## src/rtl/snake_pkg.sv

```systemverilog
// Shared definitions for the snake movement controller.
// Holds the grid and length defaults, the direction and FSM state
// encodings, the reset snake layout and a small direction helper.
package snake_pkg;

   localparam int GRID_W_DEF  = 64;
   localparam int GRID_H_DEF  = 48;
   localparam int MAX_LEN_DEF = 16;

   localparam logic [4:0] LEN_INIT = 5'd3;

   typedef enum logic [1:0] {
      DIR_DOWN  = 2'b00,
      DIR_RIGHT = 2'b01,
      DIR_LEFT  = 2'b10,
      DIR_UP    = 2'b11
   } dir_t;

   typedef enum logic [1:0] {
      ST_IDLE  = 2'b00,
      ST_RUN   = 2'b01,
      ST_CHECK = 2'b10,
      ST_DEAD  = 2'b11
   } state_t;

   // With this encoding the reverse direction is simply the bitwise inverse.
   function automatic dir_t opposite(input dir_t d);
      return dir_t'(~d);
   endfunction

   // Reset snake: head (32,24) with two segments trailing to the left.
   function automatic logic [5:0] init_x(input int idx);
      case (idx)
         0:       return 6'd32;
         1:       return 6'd31;
         2:       return 6'd30;
         default: return 6'd0;
      endcase
   endfunction

   function automatic logic [5:0] init_y(input int idx);
      return (idx < 3) ? 6'd24 : 6'd0;
   endfunction

endpackage

```

## src/rtl/snake_move_ctrl_if.sv

```systemverilog
// Signal bundle between the game logic/VGA side and snake_move_ctrl.
// There is no valid/ready handshake here: iTick and iStart are one-cycle
// strobes sampled on the rising clock edge, the buttons are debounced
// levels, and every output is a registered level except oEat, which is a
// one-cycle pulse. master = the driver of the inputs, slave = the controller.
interface snake_move_ctrl_if;
   logic       iTick;
   logic       iUpButton;
   logic       iDownButton;
   logic       iLeftButton;
   logic       iRightButton;
   logic       iStart;
   logic [5:0] iFood_X;
   logic [5:0] iFood_Y;
   logic [5:0] iQuery_X;
   logic [5:0] iQuery_Y;
   logic       oSnake_Pix;
   logic [5:0] oHead_X;
   logic [5:0] oHead_Y;
   logic [4:0] oLen;
   logic       oEat;
   logic [1:0] oState;

   modport master (
      output iTick, iUpButton, iDownButton, iLeftButton, iRightButton, iStart,
             iFood_X, iFood_Y, iQuery_X, iQuery_Y,
      input  oSnake_Pix, oHead_X, oHead_Y, oLen, oEat, oState
   );

   modport slave (
      input  iTick, iUpButton, iDownButton, iLeftButton, iRightButton, iStart,
             iFood_X, iFood_Y, iQuery_X, iQuery_Y,
      output oSnake_Pix, oHead_X, oHead_Y, oLen, oEat, oState
   );
endinterface

```

## src/rtl/snake_dir_latch.sv

```systemverilog
// Button edge detector, priority resolver and reversal filter.
// Ports: iCLK/iRST clock and async reset; iReinit restores the pending
// direction on restart; iUp/iDown/iLeft/iRight debounced button levels;
// iCommitted the direction the snake is currently moving; oPending the
// last accepted request, consumed by the controller on the next move.
module snake_dir_latch
   import snake_pkg::*;
(
   input  logic iCLK,
   input  logic iRST,
   input  logic iReinit,
   input  logic iUp,
   input  logic iDown,
   input  logic iLeft,
   input  logic iRight,
   input  dir_t iCommitted,
   output dir_t oPending
);

   logic [3:0] btn_prev_q, btn_prev_d;
   dir_t       pending_q, pending_d;
   logic [3:0] btn;
   logic [3:0] rise;
   dir_t       req;
   logic       req_valid;

   always_comb begin
      btn        = {iUp, iDown, iLeft, iRight};
      rise       = btn & ~btn_prev_q;
      btn_prev_d = btn;
      req        = DIR_RIGHT;
      req_valid  = 1'b1;
      if (rise[3])      req = DIR_UP;
      else if (rise[2]) req = DIR_DOWN;
      else if (rise[1]) req = DIR_LEFT;
      else if (rise[0]) req = DIR_RIGHT;
      else              req_valid = 1'b0;

      pending_d = pending_q;
      if (iReinit)
         pending_d = DIR_RIGHT;
      // The winning edge is dropped outright when it would reverse the
      // snake; lower-priority edges of the same cycle do not get a chance.
      else if (req_valid && (req != opposite(iCommitted)))
         pending_d = req;
   end

   always_ff @(posedge iCLK or posedge iRST) begin
      if (iRST) begin
         btn_prev_q <= 4'b0000;
         pending_q  <= DIR_RIGHT;
      end else begin
         btn_prev_q <= btn_prev_d;
         pending_q  <= pending_d;
      end
   end

   assign oPending = pending_q;

endmodule

```

## src/rtl/snake_move_ctrl.sv

```systemverilog
// Snake movement controller: holds the body segments, advances the head
// on each move tick, detects wall/self collisions and food, and answers
// per-cell pixel queries for the VGA scan.
// Ports: iCLK rising-edge clock; iRST async active-high reset; bus carries
// the tick/start strobes, buttons, food and query cells, and the outputs
// oSnake_Pix, oHead_X/Y, oLen, oEat and oState (FSM state, IDLE/RUN/CHECK/DEAD).
module snake_move_ctrl
   import snake_pkg::*;
#(
   parameter int GRID_W  = GRID_W_DEF,
   parameter int GRID_H  = GRID_H_DEF,
   parameter int MAX_LEN = MAX_LEN_DEF
)
(
   input  logic              iCLK,
   input  logic              iRST,
   snake_move_ctrl_if.slave  bus
);

   state_t     state_q, state_d;
   dir_t       dir_q, dir_d;
   logic [5:0] seg_x_q [MAX_LEN];
   logic [5:0] seg_x_d [MAX_LEN];
   logic [5:0] seg_y_q [MAX_LEN];
   logic [5:0] seg_y_d [MAX_LEN];
   logic [4:0] len_q, len_d;
   logic [5:0] nxt_x_q, nxt_x_d;
   logic [5:0] nxt_y_q, nxt_y_d;
   logic       wall_q, wall_d;
   logic       eat_q, eat_d;
   logic       pix_q, pix_d;

   dir_t       pending;
   logic       reinit;
   logic       food_hit;
   logic       self_hit;

   assign reinit = (state_q == ST_DEAD) && bus.iStart;

   snake_dir_latch u_dir_latch (
      .iCLK       (iCLK),
      .iRST       (iRST),
      .iReinit    (reinit),
      .iUp        (bus.iUpButton),
      .iDown      (bus.iDownButton),
      .iLeft      (bus.iLeftButton),
      .iRight     (bus.iRightButton),
      .iCommitted (dir_q),
      .oPending   (pending)
   );

   always_comb begin
      state_d = state_q;
      dir_d   = dir_q;
      seg_x_d = seg_x_q;
      seg_y_d = seg_y_q;
      len_d   = len_q;
      nxt_x_d = nxt_x_q;
      nxt_y_d = nxt_y_q;
      wall_d  = wall_q;
      eat_d   = 1'b0;
      pix_d   = 1'b0;

      for (int i = 0; i < MAX_LEN; i++)
         if ((i < int'(len_q)) && (seg_x_q[i] == bus.iQuery_X) && (seg_y_q[i] == bus.iQuery_Y))
            pix_d = 1'b1;

      food_hit = (nxt_x_q == bus.iFood_X) && (nxt_y_q == bus.iFood_Y);

      // The tail cell is free unless the snake grows on this move.
      self_hit = 1'b0;
      for (int i = 0; i < MAX_LEN; i++)
         if (((i < int'(len_q) - 1) || (food_hit && (i < int'(len_q)))) &&
             (seg_x_q[i] == nxt_x_q) && (seg_y_q[i] == nxt_y_q))
            self_hit = 1'b1;

      case (state_q)
         ST_IDLE: begin
            if (bus.iStart) state_d = ST_RUN;
         end
         ST_RUN: begin
            if (bus.iTick) begin
               state_d = ST_CHECK;
               dir_d   = pending;
               nxt_x_d = seg_x_q[0];
               nxt_y_d = seg_y_q[0];
               // Wall is judged on the current head so the 6-bit next
               // coordinate may wrap harmlessly; it is never committed then.
               case (pending)
                  DIR_UP: begin
                     wall_d  = (seg_y_q[0] == 6'd0);
                     nxt_y_d = seg_y_q[0] - 6'd1;
                  end
                  DIR_DOWN: begin
                     wall_d  = (seg_y_q[0] == 6'(GRID_H - 1));
                     nxt_y_d = seg_y_q[0] + 6'd1;
                  end
                  DIR_LEFT: begin
                     wall_d  = (seg_x_q[0] == 6'd0);
                     nxt_x_d = seg_x_q[0] - 6'd1;
                  end
                  default: begin
                     wall_d  = (seg_x_q[0] == 6'(GRID_W - 1));
                     nxt_x_d = seg_x_q[0] + 6'd1;
                  end
               endcase
            end
         end
         ST_CHECK: begin
            if (wall_q || self_hit) begin
               state_d = ST_DEAD;
            end else begin
               for (int i = 1; i < MAX_LEN; i++) begin
                  seg_x_d[i] = seg_x_q[i-1];
                  seg_y_d[i] = seg_y_q[i-1];
               end
               seg_x_d[0] = nxt_x_q;
               seg_y_d[0] = nxt_y_q;
               if (food_hit) begin
                  eat_d = 1'b1;
                  if (int'(len_q) < MAX_LEN) len_d = len_q + 5'd1;
               end
               state_d = ST_RUN;
            end
         end
         default: begin
            if (bus.iStart) begin
               state_d = ST_IDLE;
               dir_d   = DIR_RIGHT;
               len_d   = LEN_INIT;
               for (int i = 0; i < MAX_LEN; i++) begin
                  seg_x_d[i] = init_x(i);
                  seg_y_d[i] = init_y(i);
               end
            end
         end
      endcase
   end

   always_ff @(posedge iCLK or posedge iRST) begin
      if (iRST) begin
         state_q <= ST_IDLE;
         dir_q   <= DIR_RIGHT;
         len_q   <= LEN_INIT;
         nxt_x_q <= 6'd0;
         nxt_y_q <= 6'd0;
         wall_q  <= 1'b0;
         eat_q   <= 1'b0;
         pix_q   <= 1'b0;
         for (int i = 0; i < MAX_LEN; i++) begin
            seg_x_q[i] <= init_x(i);
            seg_y_q[i] <= init_y(i);
         end
      end else begin
         state_q <= state_d;
         dir_q   <= dir_d;
         len_q   <= len_d;
         nxt_x_q <= nxt_x_d;
         nxt_y_q <= nxt_y_d;
         wall_q  <= wall_d;
         eat_q   <= eat_d;
         pix_q   <= pix_d;
         seg_x_q <= seg_x_d;
         seg_y_q <= seg_y_d;
      end
   end

   assign bus.oSnake_Pix = pix_q;
   assign bus.oHead_X    = seg_x_q[0];
   assign bus.oHead_Y    = seg_y_q[0];
   assign bus.oLen       = len_q;
   assign bus.oEat       = eat_q;
   assign bus.oState     = state_q;

endmodule

```

## src/flat_wrapper.sv

```systemverilog
// flat-port wrapper written by rule: the top's interface ports become plain ports
module snake_move_ctrl_flat import snake_pkg::*;
#(
   parameter int GRID_W  = GRID_W_DEF,
   parameter int GRID_H  = GRID_H_DEF,
   parameter int MAX_LEN = MAX_LEN_DEF
)
  (iCLK, iRST, bus_iTick, bus_iUpButton, bus_iDownButton, bus_iLeftButton, bus_iRightButton, bus_iStart, bus_iFood_X, bus_iFood_Y, bus_iQuery_X, bus_iQuery_Y, bus_oSnake_Pix, bus_oHead_X, bus_oHead_Y, bus_oLen, bus_oEat, bus_oState);
  snake_move_ctrl_if bus_i ();
  input  logic iCLK;
  input  logic iRST;
  input wire logic [$bits(bus_i.iTick)-1:0] bus_iTick;
  input wire logic [$bits(bus_i.iUpButton)-1:0] bus_iUpButton;
  input wire logic [$bits(bus_i.iDownButton)-1:0] bus_iDownButton;
  input wire logic [$bits(bus_i.iLeftButton)-1:0] bus_iLeftButton;
  input wire logic [$bits(bus_i.iRightButton)-1:0] bus_iRightButton;
  input wire logic [$bits(bus_i.iStart)-1:0] bus_iStart;
  input wire logic [$bits(bus_i.iFood_X)-1:0] bus_iFood_X;
  input wire logic [$bits(bus_i.iFood_Y)-1:0] bus_iFood_Y;
  input wire logic [$bits(bus_i.iQuery_X)-1:0] bus_iQuery_X;
  input wire logic [$bits(bus_i.iQuery_Y)-1:0] bus_iQuery_Y;
  output wire logic [$bits(bus_i.oSnake_Pix)-1:0] bus_oSnake_Pix;
  output wire logic [$bits(bus_i.oHead_X)-1:0] bus_oHead_X;
  output wire logic [$bits(bus_i.oHead_Y)-1:0] bus_oHead_Y;
  output wire logic [$bits(bus_i.oLen)-1:0] bus_oLen;
  output wire logic [$bits(bus_i.oEat)-1:0] bus_oEat;
  output wire logic [$bits(bus_i.oState)-1:0] bus_oState;
  assign bus_i.iTick = bus_iTick;
  assign bus_i.iUpButton = bus_iUpButton;
  assign bus_i.iDownButton = bus_iDownButton;
  assign bus_i.iLeftButton = bus_iLeftButton;
  assign bus_i.iRightButton = bus_iRightButton;
  assign bus_i.iStart = bus_iStart;
  assign bus_i.iFood_X = bus_iFood_X;
  assign bus_i.iFood_Y = bus_iFood_Y;
  assign bus_i.iQuery_X = bus_iQuery_X;
  assign bus_i.iQuery_Y = bus_iQuery_Y;
  assign bus_oSnake_Pix = bus_i.oSnake_Pix;
  assign bus_oHead_X = bus_i.oHead_X;
  assign bus_oHead_Y = bus_i.oHead_Y;
  assign bus_oLen = bus_i.oLen;
  assign bus_oEat = bus_i.oEat;
  assign bus_oState = bus_i.oState;
  snake_move_ctrl #(.GRID_W(GRID_W), .GRID_H(GRID_H), .MAX_LEN(MAX_LEN)) u_core (.iCLK(iCLK), .iRST(iRST), .bus(bus_i));
endmodule
```

## config.mk

```make
export PLATFORM = sky130hd
export DESIGN_NAME = snake_move_ctrl_flat
export DESIGN_NICKNAME = d
export VERILOG_FILES = /design/src/rtl/snake_pkg.sv /design/src/rtl/snake_move_ctrl_if.sv /design/src/rtl/snake_dir_latch.sv /design/src/rtl/snake_move_ctrl.sv /design/src/flat_wrapper.sv
export SDC_FILE = /design/constraint.sdc
export NUM_CORES = 1
export LEC_CHECK = 0
export CAP_MARGIN = 20
export CELL_PAD_IN_SITES_DETAIL_PLACEMENT = 0
export CELL_PAD_IN_SITES_GLOBAL_PLACEMENT = 2
export CORE_ASPECT_RATIO = 0.6
export CORE_MARGIN = 4
export CORE_UTILIZATION = 44
export CTS_CLUSTER_DIAMETER = 30
export DETAILED_ROUTE_END_ITERATION = 7
export PLACE_DENSITY_LB_ADDON = 0.12
export SLEW_MARGIN = 20
export SYNTH_ARGS = -nofsm -noshare
export SYNTH_HDL_FRONTEND = slang
export SYNTH_SLANG_ARGS = --single-unit
```

## constraint.sdc

```tcl
create_clock -name iCLK -period 13.3 [get_ports iCLK]
set_input_delay 2.66 -clock iCLK [delete_from_list [all_inputs] [get_ports iCLK]]
set_output_delay 2.66 -clock iCLK [all_outputs]
set_load 0.05 [all_outputs]
```

* Word level (Yosys, flattened, before mapping) *
Cells that the tools add are included.

operators by class
  bitwise gates (word level) = 5
  muxes and demuxes = 65
  eq/ne operators = 79
  $add $sub $neg = 6
  magnitude comparators = 33
  reduce and logical (&&, ||, !) cells = 116

operator list
  operator               number
  $eq A6 B6 Y1           66
  $mux W96               4
  $pmux W96 S2           2
  $lt A5 B32 Y1 const A  8
  $lt A4 B32 Y1 const A  4
  $logic_and A1 B1 Y1    83
  $lt A3 B32 Y1 const A  2
  $lt A4 B5 Y1 const A   8
  $mux W1                39
  $lt A1 B32 Y1 const A  1
  $lt A2 B32 Y1 const A  1
  $pmux W6 S2            2
  $lt A3 B5 Y1 const A   4
  $mux W2                10
  $mux W5                4
  $logic_or A1 B1 Y1     17
  $add A6 B1 Y6 const B  2
  $eq A6 B6 Y1 const B   2
  $logic_not A6 Y1       2
  $sub A6 B1 Y6 const B  2
  $lt A1 B5 Y1 const A   2
  $lt A2 B5 Y1 const A   2
  $pmux W5 S2            1
  $reduce_and A3 Y1      3
  other kinds (21)       33

storage, ports and cells
  bits in registers = 222
  bits of input ports = 32
  output and inout bits = 21
  word-level logic and storage cells = 346

* Logic depth before layout (Yosys ltp) *
Gate-level depths: netlist of run 1.

  word-level depth = 25
  gate-level depth with buffers = 15
  depth with buffers taken out = 12

* Cells and area by module *
Synthesis of run 1 repeated with hierarchy kept, for this count alone.

second synthesis, totals
  cells, all modules = 1,771
  area, all modules = 15,999.1 um2

by module, submodules not included
  module           instances  sequential area each (um2)  area an instance (um2)  cells each
  snake_move_ctrl  1          5,429.0                     15,695.1                1,742
  snake_dir_latch  1          151.4                       304.0                   29

* Worst setup path after synthesis of run 1 *
Ideal clock, no wire load.

  path type = input -> register
  start point = in bus_iFood_X[5]
  end point = reg u_core.seg_y_q[42] in the netlist's numbering
  setup slack = 8.449 ns
  path buffers = 2
  stages = 10
  arrival time = 4.726 ns
  required time = 13.175 ns
  library setup time = 0.125 ns
  cells stage by stage = xor2_1 nor4_4 and3_1 a221o_1 a22oi_1 nand4_4 nor2_4 buf_8 buf_8 mux2_4

between the ends
  word-level cells in the longest chain between the ends = 25
  elaborated cells between the ends (all ways) = 85
  classes of those cells = 2 x eq/ne; 16 x mux; 67 x reduce/logical

ends and longest elaborated chain
  item                                  line                    text
  from (decl)                           flat_wrapper.sv:18      input wire logic [$bits(bus_i.iFood_X)-1:0] bus_iFood_X;
  $eq A6 B6 Y1 *                        snake_move_ctrl.sv:68   food_hit = (nxt_x_q == bus.iFood_X) && (nxt_y_q == bus.iFood_Y);
  $logic_and A1 B1 Y1 *                 snake_move_ctrl.sv:68
  $logic_and A1 B1 Y1                   snake_move_ctrl.sv:73   if (((i < int'(len_q) - 1) || (food_hit && (i < int'(len_q)))) &&
  $logic_or A1 B1 Y1                    snake_move_ctrl.sv:73
  $logic_and A1 B1 Y1                   snake_move_ctrl.sv:73
  $logic_and A1 B1 Y1                   snake_move_ctrl.sv:74   (seg_x_q[i] == nxt_x_q) && (seg_y_q[i] == nxt_y_q))
  $mux W1 (15 in series)                snake_move_ctrl.sv:73
  $mux W1 *                             snake_move_ctrl.sv:73
  $logic_or A1 B1 Y1 *                  snake_move_ctrl.sv:110  if (wall_q || self_hit) begin
  $ne A2 B2 Y1 (no source line) *       --
  $reduce_and A3 Y1 (no source line) *  --
  to (signal, indexed assignment)       snake_move_ctrl.sv:152  seg_y_q[i] <= init_y(i);
  to (signal assigned)                  snake_move_ctrl.sv:164  seg_y_q <= seg_y_d;
  to (decl)                             snake_move_ctrl.sv:24   logic [5:0] seg_y_q [MAX_LEN];

Every way passes the cells marked *; elsewhere a longest branch is shown, timed or not.
A chain may end at the register's enable or synchronous reset.

* Worst setup path after layout of run 1 *
  start point = in bus_iFood_Y[5]
  end point = reg u_core.seg_y_q[34] in the netlist's numbering

between the ends
  word-level cells in the longest chain between the ends = 25
  elaborated cells between the ends (all ways) = 85
  classes of those cells = 2 x eq/ne; 16 x mux; 67 x reduce/logical

ends and longest elaborated chain
  item                                  line                    text
  from (decl)                           flat_wrapper.sv:19      input wire logic [$bits(bus_i.iFood_Y)-1:0] bus_iFood_Y;
  $eq A6 B6 Y1 *                        snake_move_ctrl.sv:68
  $logic_and A1 B1 Y1 *                 snake_move_ctrl.sv:68
  $logic_and A1 B1 Y1                   snake_move_ctrl.sv:73
  $logic_or A1 B1 Y1                    snake_move_ctrl.sv:73
  $logic_and A1 B1 Y1                   snake_move_ctrl.sv:73
  $logic_and A1 B1 Y1                   snake_move_ctrl.sv:74
  $mux W1 (15 in series)                snake_move_ctrl.sv:73
  $mux W1 *                             snake_move_ctrl.sv:73
  $logic_or A1 B1 Y1 *                  snake_move_ctrl.sv:110
  $ne A2 B2 Y1 (no source line) *       --
  $reduce_and A3 Y1 (no source line) *  --

Marked as above.

==> results_tabular.tex, run 1 <==
\begin{tabular}{lr}
\hline
Metric & Value \\
\hline
\multicolumn{2}{l}{\textbf{STA}} \\
Transition time of the tightest slew-check pin & about 1100 ps \\
Setup Total Neg Slack & 0 ps \\
Count of endpoints failing hold in the final timing report & 0 \\
Final worst path period share & 0.492 \\
RSZ-0062 raised after global routing & no \\
Final setup viols & 0 \\
Layout Skew & 20.9 ps \\
Worst Setup Slack, final & between 6000 and 7000 ps \\
Highest clock frequency the design can meet & around 150 MHz \\
Count of pins over their slew limit & 0 \\
Post-layout min period & between 6000 and 7000 ps \\
Worst rel slew slack & 0.268 \\
\multicolumn{2}{l}{\textbf{Setup path}} \\
Worst Setup End Kind & register \\
Worst-case register-to-register setup slack & 7910 ps \\
Crit-path cells & clkdlybuf4s50\_1 > xor2\_1 > nor4\_4 > nand3\_1 > a41oi\_1 > a211oi\_1 > nand4\_4 > nor2\_4 > buf\_12 > buf\_4 > mux2\_1 \\
Required time at the endpoint of the critical path & between 10,000 and 15,000 ps \\
Setup crit start kind & input port \\
Longest individual stage delay on the worst path & about 700 ps \\
Highest net fanout along the worst path & 150 \\
Worst path arrival time & 6970 ps \\
Critical path type & input port to register \\
Max stage delay cell, worst path & sky130\_fd\_sc\_hd\_\_buf\_4 \\
\multicolumn{2}{l}{\textbf{GRT}} \\
Largest net degree at the start of global routing & around 150 \\
Global route overflow & 0 \\
Initial antenna violation count & 2 \\
GRT Total Usage & 0.279 \\
Vias in the first global route & about 12,000 \\
First-pass GRT wire length & a little over 80,000 um \\
\multicolumn{2}{l}{\textbf{Placement}} \\
Final weighted congestion of routability-driven global placement & 0.984 \\
I/O Buffers & 52 \\
Place WS & $\sim$6300 ps \\
Cell Count Post-Placement & roughly 2,100 \\
Post-DP HPWL & roughly 36,000 um \\
\multicolumn{2}{l}{\textbf{Cells and area}} \\
Nets & 1,696 \\
Fraction of final layout cells with drive strength greater than 1 & 0.102 \\
Final Non-Filler Cells & $\sim$2,200 \\
Layout area overhead & 13.7\% \\
Layout filler cell count & between 3,000 and 4,000 \\
Sequential cell area & about 5600 sq um \\
Area of the multi-input gates & between 8000 and 9000 sq um \\
Antenna diodes & 0 \\
\multicolumn{2}{l}{\textbf{Floorplan}} \\
Boundary pin count & between 50 and 60 \\
Starting density of the core & 0.448 \\
Core area & approximately 35,000 sq um \\
Width of the die & between 200 and 300 um \\
\# rows & between 50 and 60 \\
Die area & 39,000 sq um \\
Chip height & 155 um \\
\multicolumn{2}{l}{\textbf{Route}} \\
Starting DRT DRC Count & about 1,200 \\
Number of remaining DRC errors & 0 \\
Routed Antenna Nets & 0 \\
Sum of routed wire length over all layers & about 55,000 um \\
Via count of the routed design & around 12,000 \\
Detail-routed net length per standard cell & around 25 um \\
Count of TritonRoute iterations in the first routing pass & 5 \\
Via-to-Cell Ratio & 5.64 \\
\multicolumn{2}{l}{\textbf{Yosys}} \\
Number of nets in the synthesized netlist & 1,703 \\
Count leader, synth & sky130\_fd\_sc\_hd\_\_xor2\_1 \\
Area fraction of the dominant cell type after synthesis & 0.321 \\
Most numerous cell types in the synthesized netlist & sky130\_fd\_sc\_hd\_\_xor2\_1, sky130\_fd\_sc\_hd\_\_dfrtp\_1, sky130\_fd\_sc\_hd\_\_xnor2\_1 \\
YS warnings & 0 \\
Summed instance area of the synthesized netlist & 15,800 sq um \\
Mean area per synthesized cell & $\sim$9.5 sq um \\
Sequential element share of the synthesized area & 0.354 \\
Post-synth top flop & sky130\_fd\_sc\_hd\_\_dfrtp\_1 \\
Async set or reset register ratio after synthesis & 1.00 \\
Area contributors post-synth & sky130\_fd\_sc\_hd\_\_dfrtp\_1, sky130\_fd\_sc\_hd\_\_xor2\_1, sky130\_fd\_sc\_hd\_\_xnor2\_1, sky130\_fd\_sc\_hd\_\_mux2i\_1, sky130\_fd\_sc\_hd\_\_mux2\_1 \\
Post-synthesis cell count & around 1,700 \\
Number of enable flip-flop cells after synthesis & 0 \\
Count of cell types in the netlist & 69 \\
Post-synthesis register bit count & roughly 220 \\
Cell type contributing the most total cell area after synthesis & sky130\_fd\_sc\_hd\_\_dfrtp\_1 \\
\multicolumn{2}{l}{\textbf{Clock network}} \\
Clock tree from TritonCTS & yes \\
Clock transition at the registers of the reported paths & about 50 ps \\
TritonCTS sink count & $\sim$220 \\
Master cell of the clock root buffer & sky130\_fd\_sc\_hd\_\_clkbuf\_16 \\
Number of buffers between clock root and the deepest sink & 3 \\
Number of buffers inserted by post-CTS setup repair & 0 \\
Count of hold buffers inserted by post-cts repair & 0 \\
PostCTS Resize Cnt & 0 \\
Number of buffers added by the clock tree synthesis step & 47 \\
Htree depth & 2 \\
Clock insertion delay at the later pin of the skew report & 560 ps \\
\multicolumn{2}{l}{\textbf{Pwr}} \\
Pwr per Cell Area & between 200 and 300 nW/um\^{}2 \\
P\_leak & between 7 and 8 nW \\
Tot Pwr & about 4.7 mW \\
Worst IR drop on VDD & about 110 uV \\
\multicolumn{2}{l}{\textbf{Worst hold path}} \\
Hold Crit Class & register to register \\
\multicolumn{2}{l}{\textbf{Job}} \\
Max-cap check violation count & 0 \\
\multicolumn{2}{l}{\textbf{Run status}} \\
Result of the run & finished, final reports clean \\
\hline
\end{tabular}
## through the flow
| step | area (sq um) | hold slack, ps | utilization |
|---|---|---|---|
| 2_1_floorplan | 15800 | 472 | - |
| 3_3_place_gp | 16200 | 527 | 0.462 |
| 3_5_place_dp | 16200 | 529 | 0.462 |
| 4_1_cts | 17900 | 539 | 0.510 |
| 5_1_grt | 17900 | 588 | 0.510 |
| 6_report | 17900 | 540 | 0.510 |
## power by group
part / internal, mW / leakage [nW] / switching [mW] / total, mW
clock network: 0.849 / 0.819 / 0.409 / 1.26
registers: 0.978 / 2.95 / 0.518 / 1.50
logic: 0.874 / 4.13 / 1.12 / 1.99
total: 2.70 / 7.89 / 2.04 / 4.75
## worst max-delay path: cells and delay by family
family	cells	cell delay (ps)
buffers and inverters	3	1960
xor gates and xnor gates	1	270
and+or+nand+nor	4	870
muxes	1	390
AOI/OAI and AO/OA	2	610
## sequential cells by signal, summed over array words and instances (netlist names)
name and count:
u_core.bus.oHead_Y 6, u_core.bus.oLen 5, u_core.nxt_y_q 6, u_core.seg_x_q 90
u_core.dir_q 2, u_core.wall_q 1, u_core.bus.oSnake_Pix 1, u_core.seg_y_q 90
u_core.bus.oEat 1, u_core.u_dir_latch.btn_prev_q 4, u_core.bus.oState 2, u_core.nxt_x_q 6
u_core.u_dir_latch.oPending 2, u_core.bus.oHead_X 6
## cell type report
type / instances / share of cell area
inverters: 117 / 0.0249
well taps: 467 / 0.0326
repair buffers: 79 / 0.0397
clock buffers: 60 / 0.0729
multi-input cells: 1180 / 0.497
clock inverters: 27 / 0.0214
flip-flops and latches: 222 / 0.311
## cell families (layout without fill, tap and decap cells)
kind of cell / count (synthesis) / in the layout / share of synthesized area
XOR/XNOR: 411 / 411 / 0.228
AO/OA/AOI/OAI: 118 / 118 / 0.0488
buffers and inverters: 252 / 283 / 0.0814
adder cells (fa/ha/maj): 20 / 20 / 0.0165
AND/OR/NAND/NOR: 434 / 434 / 0.136
flip-flops: 222 / 222 / 0.354
multiplexers: 197 / 197 / 0.135
## placed cells by master, fill, tap and decap left out, types with 9 or more instances in the layout
master	synthesis	layout
sky130_fd_sc_hd__a21oi_1	28	28
sky130_fd_sc_hd__buf_4	26	26
sky130_fd_sc_hd__clkbuf_16	0	48
sky130_fd_sc_hd__clkdlybuf4s50_1	0	47
sky130_fd_sc_hd__dfrtp_1	202	202
sky130_fd_sc_hd__dfstp_2	20	20
sky130_fd_sc_hd__ha_1	15	15
sky130_fd_sc_hd__inv_1	117	116
sky130_fd_sc_hd__mux2_1	70	70
sky130_fd_sc_hd__mux2_2	10	10
sky130_fd_sc_hd__mux2_4	10	10
sky130_fd_sc_hd__mux2i_1	107	107
sky130_fd_sc_hd__nand2_1	139	139
sky130_fd_sc_hd__nand2b_1	9	9
sky130_fd_sc_hd__nand3_1	12	11
sky130_fd_sc_hd__nand4_1	65	65
sky130_fd_sc_hd__nor2_1	113	113
sky130_fd_sc_hd__nor4_1	59	59
sky130_fd_sc_hd__o21ai_0	37	37
sky130_fd_sc_hd__xnor2_1	191	191
sky130_fd_sc_hd__xor2_1	220	220
## worst paths after layout
check / startpoint / end / depth (start not counted)
setup / recovery: bus_iFood_Y[5] / u_core.seg_y_q[34]$_DFFE_PP0P_ / 11
hold / removal: u_core.dir_q[1]$_DFFE_PP0P_ / u_core.dir_q[1]$_DFFE_PP0P_ / 2
setup reg to reg: u_core.bus.oLen[1]$_DFFE_PP1P_ / u_core.seg_y_q[34]$_DFFE_PP0P_ / 12
hold reg to reg: u_core.dir_q[1]$_DFFE_PP0P_ / u_core.dir_q[1]$_DFFE_PP0P_ / 2
max in group asynchronous: iRST / u_core.seg_y_q[45]$_DFFE_PP0P_ / 3
min in group asynchronous: iRST / u_core.bus.oHead_Y[1]$_DFFE_PP0P_ / 2
## layer usage
layer / up-vias / track usage / share of wire
met3: 92 / 0.0822 / 0.095
li1: 5489 / - / -
met2: 489 / 0.363 / 0.38
met4: 2 / 0.0549 / 0.020
met5: - / 0 / 0.00024
met1: 6058 / 0.447 / 0.50
Note: power is estimated with default switching activity, not from simulation.
==> inputs of run 2 (changes only) <==
- CORE_UTILIZATION: 44 -> 37
- clock period: 13.3 -> 5.5 ns (I/O delays scaled with it)
==> run 2 against run 1 <==
- first-iteration DRC count is 12% lower
- worst hold slack better by 2.9 ps
- sequential power up 140%
- largest power group unchanged
- total power is 150% higher
- critical endpoint is now u_core.seg_x_q[22]$_DFFE_PP0P_
==> results_tabular.tex, run 2 (synthesized netlist as in run 1, its figures left out) <==
\begin{tabular}{lr}
\hline
Metric & Value \\
\hline
\multicolumn{2}{l}{\textbf{Clock network}} \\
Clock transition at the registers of the reported paths & 50 ps (about the same) \\
TritonCTS sink count & 222 (unchanged) \\
Clock insertion delay at the later pin of the skew report & 580 ps (was 560 ps) \\
Number of buffers between clock root and the deepest sink & 3 (unchanged) \\
Clock tree from TritonCTS & yes (unchanged) \\
Count of hold buffers inserted by post-cts repair & 0 (unchanged) \\
Number of buffers added by the clock tree synthesis step & 53 (was 47) \\
Htree depth & 2 (unchanged) \\
PostCTS Resize Cnt & 0 (unchanged) \\
Number of buffers inserted by post-CTS setup repair & 0 (unchanged) \\
Master cell of the clock root buffer & sky130\_fd\_sc\_hd\_\_clkbuf\_16 (unchanged) \\
\multicolumn{2}{l}{\textbf{Cells and area}} \\
Layout area overhead & 16.9\% (was 13.7\%) \\
Commonest non-fill, non-tap cell in the layout & sky130\_fd\_sc\_hd\_\_xor2\_1 (unchanged) \\
Final Non-Filler Cells & 2,283 (was 2,152) \\
Antenna diodes & 0 (unchanged) \\
Highest-count cells in the layout ignoring fill and taps & sky130\_fd\_sc\_hd\_\_xor2\_1, sky130\_fd\_sc\_hd\_\_dfrtp\_1, sky130\_fd\_sc\_hd\_\_xnor2\_1 (unchanged) \\
Finished Core Util & 0.439 (was 0.510) \\
Fraction of final layout cells with drive strength greater than 1 & 0.114 (was 0.102) \\
Top Registers & u\_core.seg\_x\_q: 90 flops, u\_core.seg\_y\_q: 90 flops (unchanged) \\
Nets & 1,718 (was 1,696) \\
Design area & 18,400 sq um (was 17,900 sq um) \\
\multicolumn{2}{l}{\textbf{Pwr}} \\
Share of power burned in the clock network & 0.279 (was 0.265) \\
Switching fraction of total power & 0.431 (about the same) \\
Pwr per Cell Area & 644 nW/um\^{}2 (was 265 nW/um\^{}2) \\
Fraction of power consumed by combinational cells & 0.420 (about the same) \\
Relative contribution of sequential cells to total power & 0.301 (was 0.315) \\
P\_leak & 8.07 nW (was 7.89 nW) \\
Worst IR drop on VDD & 283 uV (was 113 uV) \\
Switching power total & 5.11 mW (was 2.04 mW) \\
Internal power of the cells & 6.75 mW (was 2.70 mW) \\
\multicolumn{2}{l}{\textbf{Setup path}} \\
Crit-path cells & inv\_1 > ha\_1 > buf\_4 > nor2b\_1 > o21ai\_0 > nand2\_1 > a41oi\_1 > a2111oi\_4 > nand4\_4 > nor2\_4 > buf\_4 > mux2\_1 (was clkdlybuf4s50\_1 > xor2\_1 > nor4\_4 > nand3\_1 > a41oi\_1 > a211oi\_1 > nand4\_4 > nor2\_4 > buf\_12 > buf\_4 > mux2\_1) \\
Longest individual stage delay on the worst path & 500 ps (was 720 ps) \\
Most numerous cell on the critical path & sky130\_fd\_sc\_hd\_\_buf\_4 \\
Highest net fanout along the worst path & 28 (was 150) \\
Setup crit start kind & register (was input port) \\
Critical path type & register to register (was input port to register) \\
Max stage delay cell, worst path & sky130\_fd\_sc\_hd\_\_buf\_4 (unchanged) \\
Required time at the endpoint of the critical path & 5940 ps (was 13,730 ps) \\
Launching instance or port of the critical path & u\_core.bus.oLen[1]\$\_DFFE\_PP1P\_ (was bus\_iFood\_Y[5]) \\
Worst Setup End Kind & register (unchanged) \\
Worst-case register-to-register setup slack & 1060 ps (was 7910 ps) \\
Worst Reg2Reg Path Length in Cells & 12 (unchanged) \\
Worst path arrival time & 4880 ps (was 6970 ps) \\
R2r startpoint & u\_core.bus.oLen[1]\$\_DFFE\_PP1P\_ (unchanged) \\
Terminus of the critical flop-to-flop path & u\_core.seg\_x\_q[22]\$\_DFFE\_PP0P\_ (was u\_core.seg\_y\_q[34]\$\_DFFE\_PP0P\_) \\
\multicolumn{2}{l}{\textbf{STA}} \\
Highest clock frequency the design can meet & roughly 230 MHz \\
Transition time of the tightest slew-check pin & 984 ps (was 1090 ps) \\
Final worst path period share & 0.807 \\
RSZ-0062 raised after global routing & no (unchanged) \\
Setup Total Neg Slack & 0 ps (unchanged) \\
Worst rel slew slack & 0.339 (was 0.268) \\
Count of pins over their slew limit & 0 (unchanged) \\
Layout Skew & 26.1 ps (was 20.9 ps) \\
Final setup viols & 0 (unchanged) \\
Count of endpoints failing hold in the final timing report & 0 (unchanged) \\
Post-layout min period & $\sim$4400 ps \\
\multicolumn{2}{l}{\textbf{Worst hold path}} \\
Hold path endpoint & u\_core.dir\_q[0]\$\_DFFE\_PP1P\_ (was u\_core.dir\_q[1]\$\_DFFE\_PP0P\_) \\
Hold Crit Class & register to register (unchanged) \\
Launch point of the worst hold path & u\_core.dir\_q[0]\$\_DFFE\_PP1P\_ (was u\_core.dir\_q[1]\$\_DFFE\_PP0P\_) \\
Cell depth of the worst min-delay path & 2 (unchanged) \\
\multicolumn{2}{l}{\textbf{Route}} \\
Sum of routed wire length over all layers & 58,600 um (was 54,800 um) \\
Via-to-Cell Ratio & 5.24 (was 5.64) \\
Starting DRT DRC Count & 1,070 (was 1,211) \\
Via count of the routed design & 12,000 (was 12,100) \\
Routed Antenna Nets & 0 (unchanged) \\
Count of TritonRoute iterations in the first routing pass & 6 (was 5) \\
Detail-routed net length per standard cell & 25.7 um (was 25.5 um) \\
Number of remaining DRC errors & 0 (unchanged) \\
\multicolumn{2}{l}{\textbf{Placement}} \\
Cell Count Post-Placement & 2,184 (was 2,065) \\
Post-DP HPWL & 40,000 um (was 36,300 um) \\
I/O Buffers & 52 (unchanged) \\
Final weighted congestion of routability-driven global placement & 0.892 (was 0.984) \\
Placed instance area & 16,500 sq um (was 16,200 sq um) \\
\multicolumn{2}{l}{\textbf{GRT}} \\
First-pass GRT wire length & 86,200 um (was 81,300 um) \\
GRT Total Usage & 0.254 (was 0.279) \\
Global route overflow & 0 (unchanged) \\
Initial antenna violation count & 1 (was 2) \\
Largest net degree at the start of global routing & 100 (was 151) \\
Vias in the first global route & 12,100 (was 11,700) \\
\multicolumn{2}{l}{\textbf{Floorplan}} \\
Core area & 41,900 sq um (was 35,100 sq um) \\
\# rows & 58 (was 53) \\
Starting density of the core & 0.376 (was 0.448) \\
Chip height & 168 um (was 155 um) \\
Die area & 46,100 sq um (was 39,000 sq um) \\
Boundary pin count & 53 (unchanged) \\
Width of the die & 274 um (was 252 um) \\
\multicolumn{2}{l}{\textbf{Run status}} \\
Result of the run & finished, final reports clean (unchanged) \\
\multicolumn{2}{l}{\textbf{Job}} \\
Max-cap check violation count & 0 (unchanged) \\
\hline
\end{tabular}
[run 2: layout make-up]
class                      count  area [sq um]
fill                        4170         23500
multi-input combinational   1180          8910
sequential                   222          5580
clock buffer                  73          1540
timing repair buffer          95           883
tap                          570           713
inverter                     117           443
clock inverter                26           347
[run 2: critical path, delay by kind of cell, from the launching register on]
family / cells / cell delay [ps]
compound gates: 3 / 830
fa+ha+maj: 1 / 470
buf+inv: 3 / 930
flops: 1 / 470
mux: 1 / 370
simple gates: 4 / 1220
[run 2: worst max path at each step]
stage,to,slack [ps],cells after the start
floorplan,u_core.bus.oEat$_DFF_PP0_,1520,1
global placement,u_core.seg_x_q[20]$_DFFE_PP0P_,910,10
CTS,u_core.seg_x_q[22]$_DFFE_PP0P_,1100,12
detailed placement,u_core.seg_x_q[22]$_DFFE_PP0P_,830,10
global route,u_core.seg_x_q[7]$_DFFE_PP0P_,840,12
finish,u_core.seg_x_q[22]$_DFFE_PP0P_,1060,12
[run 2: metal layers]
metal  GRT usage  vias to the layer above  part of all wire
met5           0                        -           0.00022
met4      0.0445                        2             0.015
met3      0.0852                       63             0.094
met2       0.324                      424              0.37
li1            -                     5516                 -
met1       0.409                     5963              0.52
[run 2: power groups by stage]
stage | Clock (mW) | Sequential [mW] | Combinational, mW
global route | 3.45 | 3.66 | 5.45
finish | 3.31 | 3.57 | 4.98
detailed placement | 0 | 3.56 | 4.93
floorplan | 0 | 3.06 | 3.90
CTS | 3.35 | 3.54 | 4.96
global placement | 0 | 3.55 | 4.89
[run 2: stage by stage]
step,worst slack [ps],hold WS (ps),power [mW]
after CTS,1100,546,11.9
after floorplan,1520,472,6.96
after detailed placement,825,542,8.49
after global placement,905,525,8.44
final,1060,543,11.9
after global routing,836,558,12.6
